--- src/rtl/rx_tlp_steer_ctrl_if.sv ---
// Receive-side TLP DW stream plus the duo-buffer (header/data FIFO) write bus.
// master = upstream link layer and buffer status source, slave = steering control.
interface rx_tlp_steer_ctrl_if #(
    parameter int DATA_WIDTH = 32
);
    // Upstream DW stream, no backpressure
    logic                  in_valid;
    logic                  in_sop;
    logic                  in_eop;
    logic                  in_err;
    logic [DATA_WIDTH-1:0] in_dw;

    // Duo-buffer status
    logic                  full_header;
    logic                  full_data;
    logic [9:0]            header_credit;
    logic [9:0]            data_credit;

    // Duo-buffer write side
    logic                  wr_en;
    logic                  header_data;
    logic [DATA_WIDTH-1:0] wr_dw;
    logic                  commit;
    logic                  flush;

    modport master (
        output in_valid, in_sop, in_eop, in_err, in_dw,
        output full_header, full_data, header_credit, data_credit,
        input  wr_en, header_data, wr_dw, commit, flush
    );

    modport slave (
        input  in_valid, in_sop, in_eop, in_err, in_dw,
        input  full_header, full_data, header_credit, data_credit,
        output wr_en, header_data, wr_dw, commit, flush
    );
endinterface

--- src/rtl/rx_tlp_steer_ctrl.sv ---
// Receive TLP steering control: splits each incoming TLP into header and data
// FIFO writes, checks credits up front, and commits or flushes the pending TLP.
module rx_tlp_steer_ctrl #(
    parameter int DATA_WIDTH = 32,
    parameter int CNT_WIDTH  = 16
) (
    input  logic                 clk,
    input  logic                 rst,
    rx_tlp_steer_ctrl_if.slave   bus,
    output logic                 busy,
    output logic [CNT_WIDTH-1:0] good_cnt,
    output logic [CNT_WIDTH-1:0] drop_cnt
);
    typedef enum logic [1:0] { IDLE, HDR, DATA, DROP } state_t;

    state_t                state;
    logic                  has_data_r;
    logic [2:0]            hdr_len_r;
    logic [10:0]           len_r;
    logic [2:0]            hdr_cnt;
    logic [10:0]           data_cnt;
    logic                  commit_pend;
    logic                  flush_pend;

    logic [DATA_WIDTH-1:0] dw;
    logic                  sop_has_data;
    logic [2:0]            sop_hdr_len;
    logic [10:0]           sop_len;
    logic                  credit_ok;
    logic                  in_data;
    logic                  tgt_full;
    logic                  over;
    logic                  last;
    logic                  bad_dw;

    // Saturating add so the statistics stick at all-ones instead of wrapping.
    function automatic logic [CNT_WIDTH-1:0] sat_add(input logic [CNT_WIDTH-1:0] cnt,
                                                     input logic [1:0]           inc);
        logic [CNT_WIDTH:0] sum;
        sum = {1'b0, cnt} + {{(CNT_WIDTH-1){1'b0}}, inc};
        return sum[CNT_WIDTH] ? '1 : sum[CNT_WIDTH-1:0];
    endfunction

    assign dw = bus.in_dw;

    // SOP field decode; length 0 encodes 1024 DWs
    assign sop_has_data = dw[30];
    assign sop_hdr_len  = 3'd3 + {2'b00, dw[29]};
    assign sop_len      = (dw[9:0] == 10'd0) ? 11'd1024 : {1'b0, dw[9:0]};
    assign credit_ok    = ({7'd0, sop_hdr_len} <= bus.header_credit) &&
                          (!sop_has_data || ({1'b0, bus.data_credit} >= sop_len));

    // Per-DW checks while a TLP is being written (HDR or DATA)
    assign in_data  = (state == DATA);
    assign tgt_full = in_data ? bus.full_data : bus.full_header;
    assign over     = in_data ? (data_cnt >= len_r) : (hdr_cnt >= hdr_len_r);
    assign last     = in_data ? (data_cnt + 11'd1 == len_r) : (hdr_cnt + 3'd1 == hdr_len_r);
    assign bad_dw   = bus.in_err || tgt_full || over;

    assign busy = (state != IDLE);

    // Steering FSM with registered write strobe, commit/flush pipeline and counters
    always_ff @(posedge clk) begin
        // NOTE: the pending commit/flush stage is cleared too, so a TLP cut off by
        // reset never produces a late pulse after release.
        if (rst) begin
            state           <= IDLE;
            has_data_r      <= 1'b0;
            hdr_len_r       <= 3'd0;
            len_r           <= 11'd0;
            hdr_cnt         <= 3'd0;
            data_cnt        <= 11'd0;
            commit_pend     <= 1'b0;
            flush_pend      <= 1'b0;
            bus.wr_en       <= 1'b0;
            bus.header_data <= 1'b0;
            bus.wr_dw       <= '0;
            bus.commit      <= 1'b0;
            bus.flush       <= 1'b0;
            good_cnt        <= '0;
            drop_cnt        <= '0;
        end else begin
            // NOTE: non-blocking throughout; later assignments in this block
            // override these defaults for the cycle.
            bus.wr_en   <= 1'b0;
            commit_pend <= 1'b0;
            flush_pend  <= 1'b0;
            bus.commit  <= commit_pend;
            bus.flush   <= flush_pend;

            if (bus.in_valid) begin
                unique case (state)
                    IDLE: begin
                        if (bus.in_sop) begin
                            has_data_r <= sop_has_data;
                            hdr_len_r  <= sop_hdr_len;
                            len_r      <= sop_len;
                            data_cnt   <= 11'd0;
                            if (bus.in_eop || !credit_ok) begin
                                // Too short to be legal, or no room: drop without writing
                                drop_cnt <= sat_add(drop_cnt, 2'd1);
                                state    <= bus.in_eop ? IDLE : DROP;
                            end else if (bus.in_err || bus.full_header) begin
                                flush_pend <= 1'b1;
                                drop_cnt   <= sat_add(drop_cnt, 2'd1);
                                state      <= DROP;
                            end else begin
                                bus.wr_en       <= 1'b1;
                                bus.header_data <= 1'b0;
                                bus.wr_dw       <= dw;
                                hdr_cnt         <= 3'd1;
                                state           <= HDR;
                            end
                        end
                    end

                    HDR, DATA: begin
                        if (bus.in_sop || bad_dw) begin
                            // A new SOP costs both the pending TLP and the new one
                            flush_pend <= 1'b1;
                            drop_cnt   <= sat_add(drop_cnt, bus.in_sop ? 2'd2 : 2'd1);
                            state      <= bus.in_eop ? IDLE : DROP;
                        end else begin
                            bus.wr_en       <= 1'b1;
                            bus.header_data <= in_data;
                            bus.wr_dw       <= dw;
                            if (in_data) data_cnt <= data_cnt + 11'd1;
                            else         hdr_cnt  <= hdr_cnt + 3'd1;

                            if (bus.in_eop) begin
                                if (last && (in_data || !has_data_r)) begin
                                    commit_pend <= 1'b1;
                                    good_cnt    <= sat_add(good_cnt, 2'd1);
                                end else begin
                                    flush_pend <= 1'b1;
                                    drop_cnt   <= sat_add(drop_cnt, 2'd1);
                                end
                                state <= IDLE;
                            end else if (!in_data && last && has_data_r) begin
                                state <= DATA;
                            end
                        end
                    end

                    DROP: begin
                        if (bus.in_eop) state <= IDLE;
                    end

                    default: state <= IDLE;
                endcase
            end
        end
    end
endmodule

--- src/flat_wrapper.sv ---
// flat-port wrapper written by rule: the top's interface ports become plain ports
module rx_tlp_steer_ctrl_flat 
#(
    parameter int DATA_WIDTH = 32,
    parameter int CNT_WIDTH  = 16
)
  (clk, rst, busy, good_cnt, drop_cnt, bus_in_valid, bus_in_sop, bus_in_eop, bus_in_err, bus_in_dw, bus_full_header, bus_full_data, bus_header_credit, bus_data_credit, bus_wr_en, bus_header_data, bus_wr_dw, bus_commit, bus_flush);
  rx_tlp_steer_ctrl_if #(.DATA_WIDTH(DATA_WIDTH)) bus_i ();
  input  logic clk;
  input  logic rst;
  output logic busy;
  output logic [CNT_WIDTH-1:0] good_cnt;
  output logic [CNT_WIDTH-1:0] drop_cnt;
  input wire logic [$bits(bus_i.in_valid)-1:0] bus_in_valid;
  input wire logic [$bits(bus_i.in_sop)-1:0] bus_in_sop;
  input wire logic [$bits(bus_i.in_eop)-1:0] bus_in_eop;
  input wire logic [$bits(bus_i.in_err)-1:0] bus_in_err;
  input wire logic [$bits(bus_i.in_dw)-1:0] bus_in_dw;
  input wire logic [$bits(bus_i.full_header)-1:0] bus_full_header;
  input wire logic [$bits(bus_i.full_data)-1:0] bus_full_data;
  input wire logic [$bits(bus_i.header_credit)-1:0] bus_header_credit;
  input wire logic [$bits(bus_i.data_credit)-1:0] bus_data_credit;
  output wire logic [$bits(bus_i.wr_en)-1:0] bus_wr_en;
  output wire logic [$bits(bus_i.header_data)-1:0] bus_header_data;
  output wire logic [$bits(bus_i.wr_dw)-1:0] bus_wr_dw;
  output wire logic [$bits(bus_i.commit)-1:0] bus_commit;
  output wire logic [$bits(bus_i.flush)-1:0] bus_flush;
  assign bus_i.in_valid = bus_in_valid;
  assign bus_i.in_sop = bus_in_sop;
  assign bus_i.in_eop = bus_in_eop;
  assign bus_i.in_err = bus_in_err;
  assign bus_i.in_dw = bus_in_dw;
  assign bus_i.full_header = bus_full_header;
  assign bus_i.full_data = bus_full_data;
  assign bus_i.header_credit = bus_header_credit;
  assign bus_i.data_credit = bus_data_credit;
  assign bus_wr_en = bus_i.wr_en;
  assign bus_header_data = bus_i.header_data;
  assign bus_wr_dw = bus_i.wr_dw;
  assign bus_commit = bus_i.commit;
  assign bus_flush = bus_i.flush;
  rx_tlp_steer_ctrl #(.DATA_WIDTH(DATA_WIDTH), .CNT_WIDTH(CNT_WIDTH)) u_core (.clk(clk), .rst(rst), .bus(bus_i), .busy(busy), .good_cnt(good_cnt), .drop_cnt(drop_cnt));
endmodule
--- config.mk ---
export PLATFORM = sky130hd
export DESIGN_NAME = rx_tlp_steer_ctrl_flat
export DESIGN_NICKNAME = d
export VERILOG_FILES = /design/src/rtl/rx_tlp_steer_ctrl_if.sv /design/src/rtl/rx_tlp_steer_ctrl.sv /design/src/flat_wrapper.sv
export SDC_FILE = /design/constraint.sdc
export NUM_CORES = 1
export LEC_CHECK = 0
export ABC_CLOCK_PERIOD_IN_PS = 6800
export CORE_MARGIN = 10
export CORE_UTILIZATION = 35
export CTS_BUF_LIST = sky130_fd_sc_hd__clkbuf_4 sky130_fd_sc_hd__clkbuf_8
export CTS_CLUSTER_SIZE = 28
export DETAILED_ROUTE_END_ITERATION = 16
export GPL_ROUTABILITY_DRIVEN = 0
export MAX_ROUTING_LAYER = met4
export PLACE_DENSITY = 0.62
export SYNTH_ARGS = -nofsm -noshare
export SYNTH_HDL_FRONTEND = slang
export SYNTH_SLANG_ARGS = --single-unit
export TNS_END_PERCENT = 50
--- constraint.sdc ---
create_clock -name clk -period 6.8 [get_ports clk]
set_input_delay 2.04 -clock clk [delete_from_list [all_inputs] [get_ports clk]]
set_output_delay 2.04 -clock clk [all_outputs]
set_load 0.02 [all_outputs]
==> impl_metrics.ini, run 1 <==
[global_routing]
antenna_found_initial = 0
grt_pass1_wl_mm = 27.1
grt_pass1_vias = 5392
grt_usage_pct = 15.2
grt_overflow = 0
grt_max_degree = 70

[logic_synthesis]
syn-num-nets = 821
async_flop_share_pct = 0
yosys.cell_types.count = 67
yosys.area.top_type = dfxtp_1
yosysWarnings = 0
synth_edf_count = 0
ys_ff_latch = 100
netlist_area_mm2 = 0.00584
yosys.area.top_type_share_pct = 34.3
synth.avg_cell_area_um2 = 8.09
synthCells = 722
synth_area_leaders = dfxtp_1, ha_1, mux2i_1
yosysSeqAreaShare_pct = 34.3
ys.flop_type = dfxtp_1

[setup_path]
cpPeakStageDelay_ps = 570
required_ps = 7110
reg2reg_depth = 9
path_delay_family = buffers and inverters
crit_slowest_cell = clkdlybuf4s50_1
regToRegStartpoint = u_core.data_cnt[4]$_SDFFE_PP0P_
crit_chain = clkdlybuf4s50_1, inv_1, ha_1, nor2b_1, o21a_1, o2111ai_1, o2111ai_1, or4_1, a211oi_4, buf_4, nand2_1, a211oi_1
crit_top_cell = o2111ai_1
crit_start = bus_in_dw[29]
start_kind = primary input
critPathBufInv = 3
critPathKind = in2reg
path_depth = 12
setup.worst_path.end_class = flop
arrival_ps = 5410
path_max_fanout = 38

[power_and_ir_drop]
clkPwrFrac_pct = 31.0
seq_power_share_pct = 52.0
power_mw = 1.17
switching_share_pct = 29.9
peakVddDrop_uv = 88.1
p_leak_nw = 2.70
power.internal_mw = 0.822
powerDensity_mw_per_mm2 = 157
switchingPower_mw = 0.351
p_comb_share_pct = 17.0

[sta]
finalMaxSlewViolations = 0
min_period_ps = 5110
post-route-period-util_pct = 75.1
hold_viol_final = 0
tightest_slew_ps = 764
fin_tns_setup_ps = 0
rsz0062_at_grt = no
holdWs_ps = 444
setup_viol = 0
timing.fmax_mhz = 196
finClkSkew_ps = 12.3
slew-limit-headroom_pct = 49.1

[layout]
syn_to_final_growth_pct = 27.7
multi_input_area_mm2 = 0.00351
regArea_mm2 = 0.00200
drive_above_1_share_pct = 4.07
insertedDiodeCount = 0
nNetsFinal = 929
nFillCells = 1687
stdcell_count = 1055

[cts]
cts_root_buffer = clkbuf_8
cts.sink_count = 100
ctsResizeCount = 0
cts.path.max_buffers = 2
numCtsBuffers = 9
clock_latency_ps = 390
cts.clk_slew.worst_paths_ps = 100
cts_setup_buffers = 0
hold_buffers = 0
cts_tree = built
htreeDepth = 3

[route]
drt_pass1_iterations = 4
drc_errors = 0
ant_nets = 0
drt_wl_total_mm = 16.3
drt_iter0_markers = 319
wl_per_cell_um = 15.5
viasPerCell = 5.14
vias = 5425

[worst_hold_path]
hold_depth = 1
hold_path_startpoint = u_core.commit_pend$_SDFF_PP0_
hp-class = reg2reg

[placement]
dp_cells = 1039
numPortBuffers = 128
dp_hpwl_mm = 12.3

[outcome]
status = completed

[die]
rows = 47
dieHeight_um = 149
start_util_pct = 35.5
dieArea_mm2 = 0.0223
io_pins = 129
core_area_mm2 = 0.0165
die_width_um = 149

[flow_run]
cap_viol_max_count = 0
-- Yosys cell counts, types with 12 or more instances --
master / number
clkbuf_1: 19
nor2b_1: 21
nand3_1: 27
a211oi_1: 13
ha_1: 38
nor3_1: 14
mux2i_1: 43
nand2_1: 77
inv_1: 49
o21ai_0: 20
and3_1: 12
dfxtp_1: 100
nor2_1: 76
a21oi_1: 57
-- through the flow --
| step | utilization (%) | instance area, um2 | setup WS, ps |
|---|---|---|---|
| final | 45.3 | 7460 | 1690 |
| after detailed placement | 44.2 | 7280 | 1250 |
| after floorplan | - | 5840 | 2280 |
| after CTS | 45.3 | 7460 | 1670 |
| after global routing | 45.3 | 7460 | 1480 |
| after global placement | 44.2 | 7280 | 1360 |
-- final timing paths --
path                                                          to  slack (ps)
worst max-delay path              u_core.hdr_cnt[0]$_SDFFE_PP0P_        1690
worst max register to register  u_core.drop_cnt[14]$_SDFFE_PP0P_        3240
worst min-delay path                u_core.bus.commit$_SDFF_PP0_         440
worst min register to register      u_core.bus.commit$_SDFF_PP0_         440
-- cell usage in the layout, fill, tap and decap left out, drive strengths merged, types with 4 or more instances in the layout --
| master | netlist | final |
|---|---|---|
| a311oi | 6 | 6 |
| or4 | 6 | 6 |
| nand3 | 27 | 27 |
| nor3b | 5 | 5 |
| clkdlybuf4s50 | 0 | 127 |
| inv | 50 | 51 |
| and4 | 6 | 6 |
| a211oi | 13 | 13 |
| nand4 | 10 | 10 |
| nand2 | 77 | 77 |
| o21ai | 20 | 20 |
| mux2i | 43 | 43 |
| and3 | 12 | 12 |
| dfxtp | 100 | 100 |
| ha | 38 | 38 |
| nand2b | 5 | 5 |
| nor2b | 21 | 21 |
| clkinvlp | 0 | 4 |
| a22oi | 4 | 4 |
| a31oi | 9 | 9 |
| o41ai | 4 | 4 |
| or3 | 7 | 7 |
| a21oi | 57 | 57 |
| o211ai | 7 | 7 |
| xnor2 | 7 | 7 |
| o2111ai | 4 | 4 |
| buf | 15 | 5 |
| nor3 | 15 | 15 |
| and2 | 4 | 4 |
| nor2 | 76 | 76 |
| clkbuf | 20 | 9 |
-- flip-flops by register name, summed over array words and instances, names as in the netlist, 2 cells and up --
| register | flops |
|---|---|
| u_core.len_r | 11 |
| u_core.data_cnt | 11 |
| u_core.good_cnt | 16 |
| u_core.hdr_len_r | 2 |
| u_core.hdr_cnt | 3 |
| u_core.bus.wr_dw | 32 |
| u_core.state | 2 |
| u_core.drop_cnt | 16 |
-- cells by family after synthesis --
| group | after synthesis | share of synthesized area [%] |
|---|---|---|
| AND/OR/NAND/NOR | 283 | 23.8 |
| AO/OA/AOI/OAI | 159 | 17.9 |
| XOR/XNOR | 11 | 1.89 |
| buffers and inverters | 85 | 5.83 |
| adder cells (fa/ha/maj) | 39 | 8.49 |
| flip-flops | 100 | 34.3 |
| multiplexers | 45 | 7.76 |
-- power by group through the flow --
stage / clock [mW] / sequential, mW / combinational [mW]
3_3_place_gp: 0 / 0.623 / 0.199
2_1_floorplan: 0 / 0.627 / 0.107
3_5_place_dp: 0 / 0.623 / 0.199
5_1_grt: 0.403 / 0.612 / 0.223
6_report: 0.364 / 0.609 / 0.200
4_1_cts: 0.381 / 0.609 / 0.200
-- final cells by class --
type | count | share of cell area [%]
inverters | 50 | 2.52
well taps | 220 | 3.69
repair buffers | 132 | 17.5
clock buffers | 9 | 1.66
multi-input cells | 537 | 47.1
flip-flops and latches | 100 | 26.8
clock inverters | 7 | 0.688
-- metal layers --
layer | GRT usage [%] | share of wire (%)
met2 | 23.1 | 44
met1 | 18.8 | 48
met3 | 4.85 | 6.1
met5 | - | 0
met4 | 4.51 | 1.6
(Power assumes the default switching activity.)
==> run 2, diff against run 1 <==
Settings changed: ABC_CLOCK_PERIOD_IN_PS 6800 to 5100.
Clock period 6.8 ns to 5.1 ns, I/O delays scaled along.
==> impl_metrics.ini, run 2 (synthesis results as in run 1) <==
[die]
dieHeight_um = 149
rows = 47
core_area_mm2 = 0.0165
io_pins = 129
dieArea_mm2 = 0.0223
start_util_pct = 35.5
die_width_um = 149

[layout]
insertedDiodeCount = 0
nNetsFinal = 930
syn_to_final_growth_pct = 28.3
largest_reg_flops = 32
drive_above_1_share_pct = 3.96
final_cell_mix = clkdlybuf4s50_1, dfxtp_1, nand2_1
fin_util_pct = 45.5
max_flop_register = u_core.bus.wr_dw
top_regs = u_core.bus.wr_dw (32), u_core.drop_cnt (16), u_core.good_cnt (16)
mostFrequentLayoutCell = clkdlybuf4s50_1
final_cell_area_mm2 = 0.00749

[outcome]
status = completed

[cts]
cts_setup_buffers = 0
ctsResizeCount = 0
cts_root_buffer = clkbuf_8
cts.path.max_buffers = 2
cts.sink_count = 100
cts.clk_slew.worst_paths_ps = 100
cts_tree = built
hold_buffers = 0
htreeDepth = 3
numCtsBuffers = 9
clock_latency_ps = 380

[global_routing]
grt_max_degree = 67
gr-usage-met3_pct = 4.40
grt_pass1_wl_mm = 26.9
gr-usage-met1_pct = 19.4
grt-busiest-layer = met2
antenna_found_initial = 0
grt_pass1_vias = 5258
grt_usage_pct = 15.0
use_met2_pct = 21.9
grt_overflow = 0

[placement]
placed_area_mm2 = 0.00730
dp_hpwl_mm = 12.2
numPortBuffers = 128

[route]
drt_pass1_iterations = 4
drt_wl_total_mm = 16.3
vias = 5468
drc_errors = 0
ant_nets = 0
wl_per_cell_um = 15.4
drt_iter0_markers = 336
viasPerCell = 5.19

[sta]
tightest_slew_ps = 815
fin_tns_setup_ps = 0
finClkSkew_ps = 12.9
timing.fmax_mhz = 228
min_period_ps = 4380
holdWs_ps = 440
setup_viol = 0
finalMaxSlewViolations = 0
rsz0062_at_grt = no
post-route-period-util_pct = 85.9
hold_viol_final = 0
slew-limit-headroom_pct = 45.5

[power_and_ir_drop]
p_comb_share_pct = 16.7
seq_power_share_pct = 50.7
peakVddDrop_uv = 111
powerDensity_mw_per_mm2 = 214
power.internal_mw = 1.15
switchingPower_mw = 0.448
p_leak_nw = 2.73
clkPwrFrac_pct = 32.6
switching_share_pct = 28.0
power_mw = 1.60

[setup_path]
r2r_setup_slack_ps = 1630
critPathKind = in2reg
setup.worst_path.end_class = flop
path_max_fanout = 38
required_ps = 5360
start_kind = primary input
arrival_ps = 4640

[flow_run]
cap_viol_max_count = 0

[worst_hold_path]
hp-class = reg2reg
-- run 2: cell types whose count changed in the layout (fill, tap and decap cells not counted), sizes merged --
cell      delta
buf          +1
bufinv       +1
clkbuf       +1
clkinvlp     -4
-- run 2: power by group through the flow --
| stage | Sequential, mW | Combinational (mW) | Clock, mW |
|---|---|---|---|
| after global placement | 0.830 | 0.267 | 0 |
| after global routing | 0.815 | 0.300 | 0.569 |
| after CTS | 0.812 | 0.269 | 0.549 |
| after floorplan | 0.837 | 0.143 | 0 |
| after detailed placement | 0.830 | 0.267 | 0 |
| final | 0.812 | 0.267 | 0.523 |
-- run 2: layer usage --
metal  part of all wire (%)  wire length (um)
met1                     48              7880
met2                     43              7070
met3                    6.2              1010
met4                    1.9               308
met5                      0                 0
-- run 2: critical path, cell delays in order --
cell,delay (ps)
clkdlybuf4s50_1,590
inv_1,70
ha_1,290
nor2b_1,130
o21a_1,160
o2111ai_1,220
o2111ai_1,250
or4_1,540
a211oi_4,280
buf_12,290
mux2i_1,230
nor2_1,50
-- run 2: final timing paths --
kind | startpoint | to | cells after the start
setup reg to reg | u_core.data_cnt[4]$_SDFFE_PP0P_ | u_core.drop_cnt[14]$_SDFFE_PP0P_ | 9
setup / recovery | bus_in_dw[29] | u_core.bus.wr_dw[4]$_SDFFE_PP0P_ | 12
hold / removal | u_core.commit_pend$_SDFF_PP0_ | u_core.bus.commit$_SDFF_PP0_ | 1
hold reg to reg | u_core.commit_pend$_SDFF_PP0_ | u_core.bus.commit$_SDFF_PP0_ | 1
-- run 2: stage by stage --
stage / worst slack (ps) / instances
floorplan: 1090 / 722
global placement: 414 / 1040
detailed placement: 294 / 1040
CTS: 697 / 1054
global route: 455 / 1054
finish: 719 / 1054
-- run 2: final cells by class --
| cell class | instances | area [um2] |
|---|---|---|
| clock inverter | 4 | 48.8 |
| inverter | 50 | 188 |
| multi-input combinational | 537 | 3510 |
| fill | 1682 | 8980 |
| sequential | 100 | 2000 |
| clock buffer | 10 | 138 |
| tap | 220 | 275 |
| timing repair buffer | 133 | 1330 |
==> run 3, diff against run 2 <==
Settings changed: HOLD_SLACK_MARGIN set to 0.05.
==> results of run 3 <==
The final DEF is identical to that of run 2; final timing and power are the same.
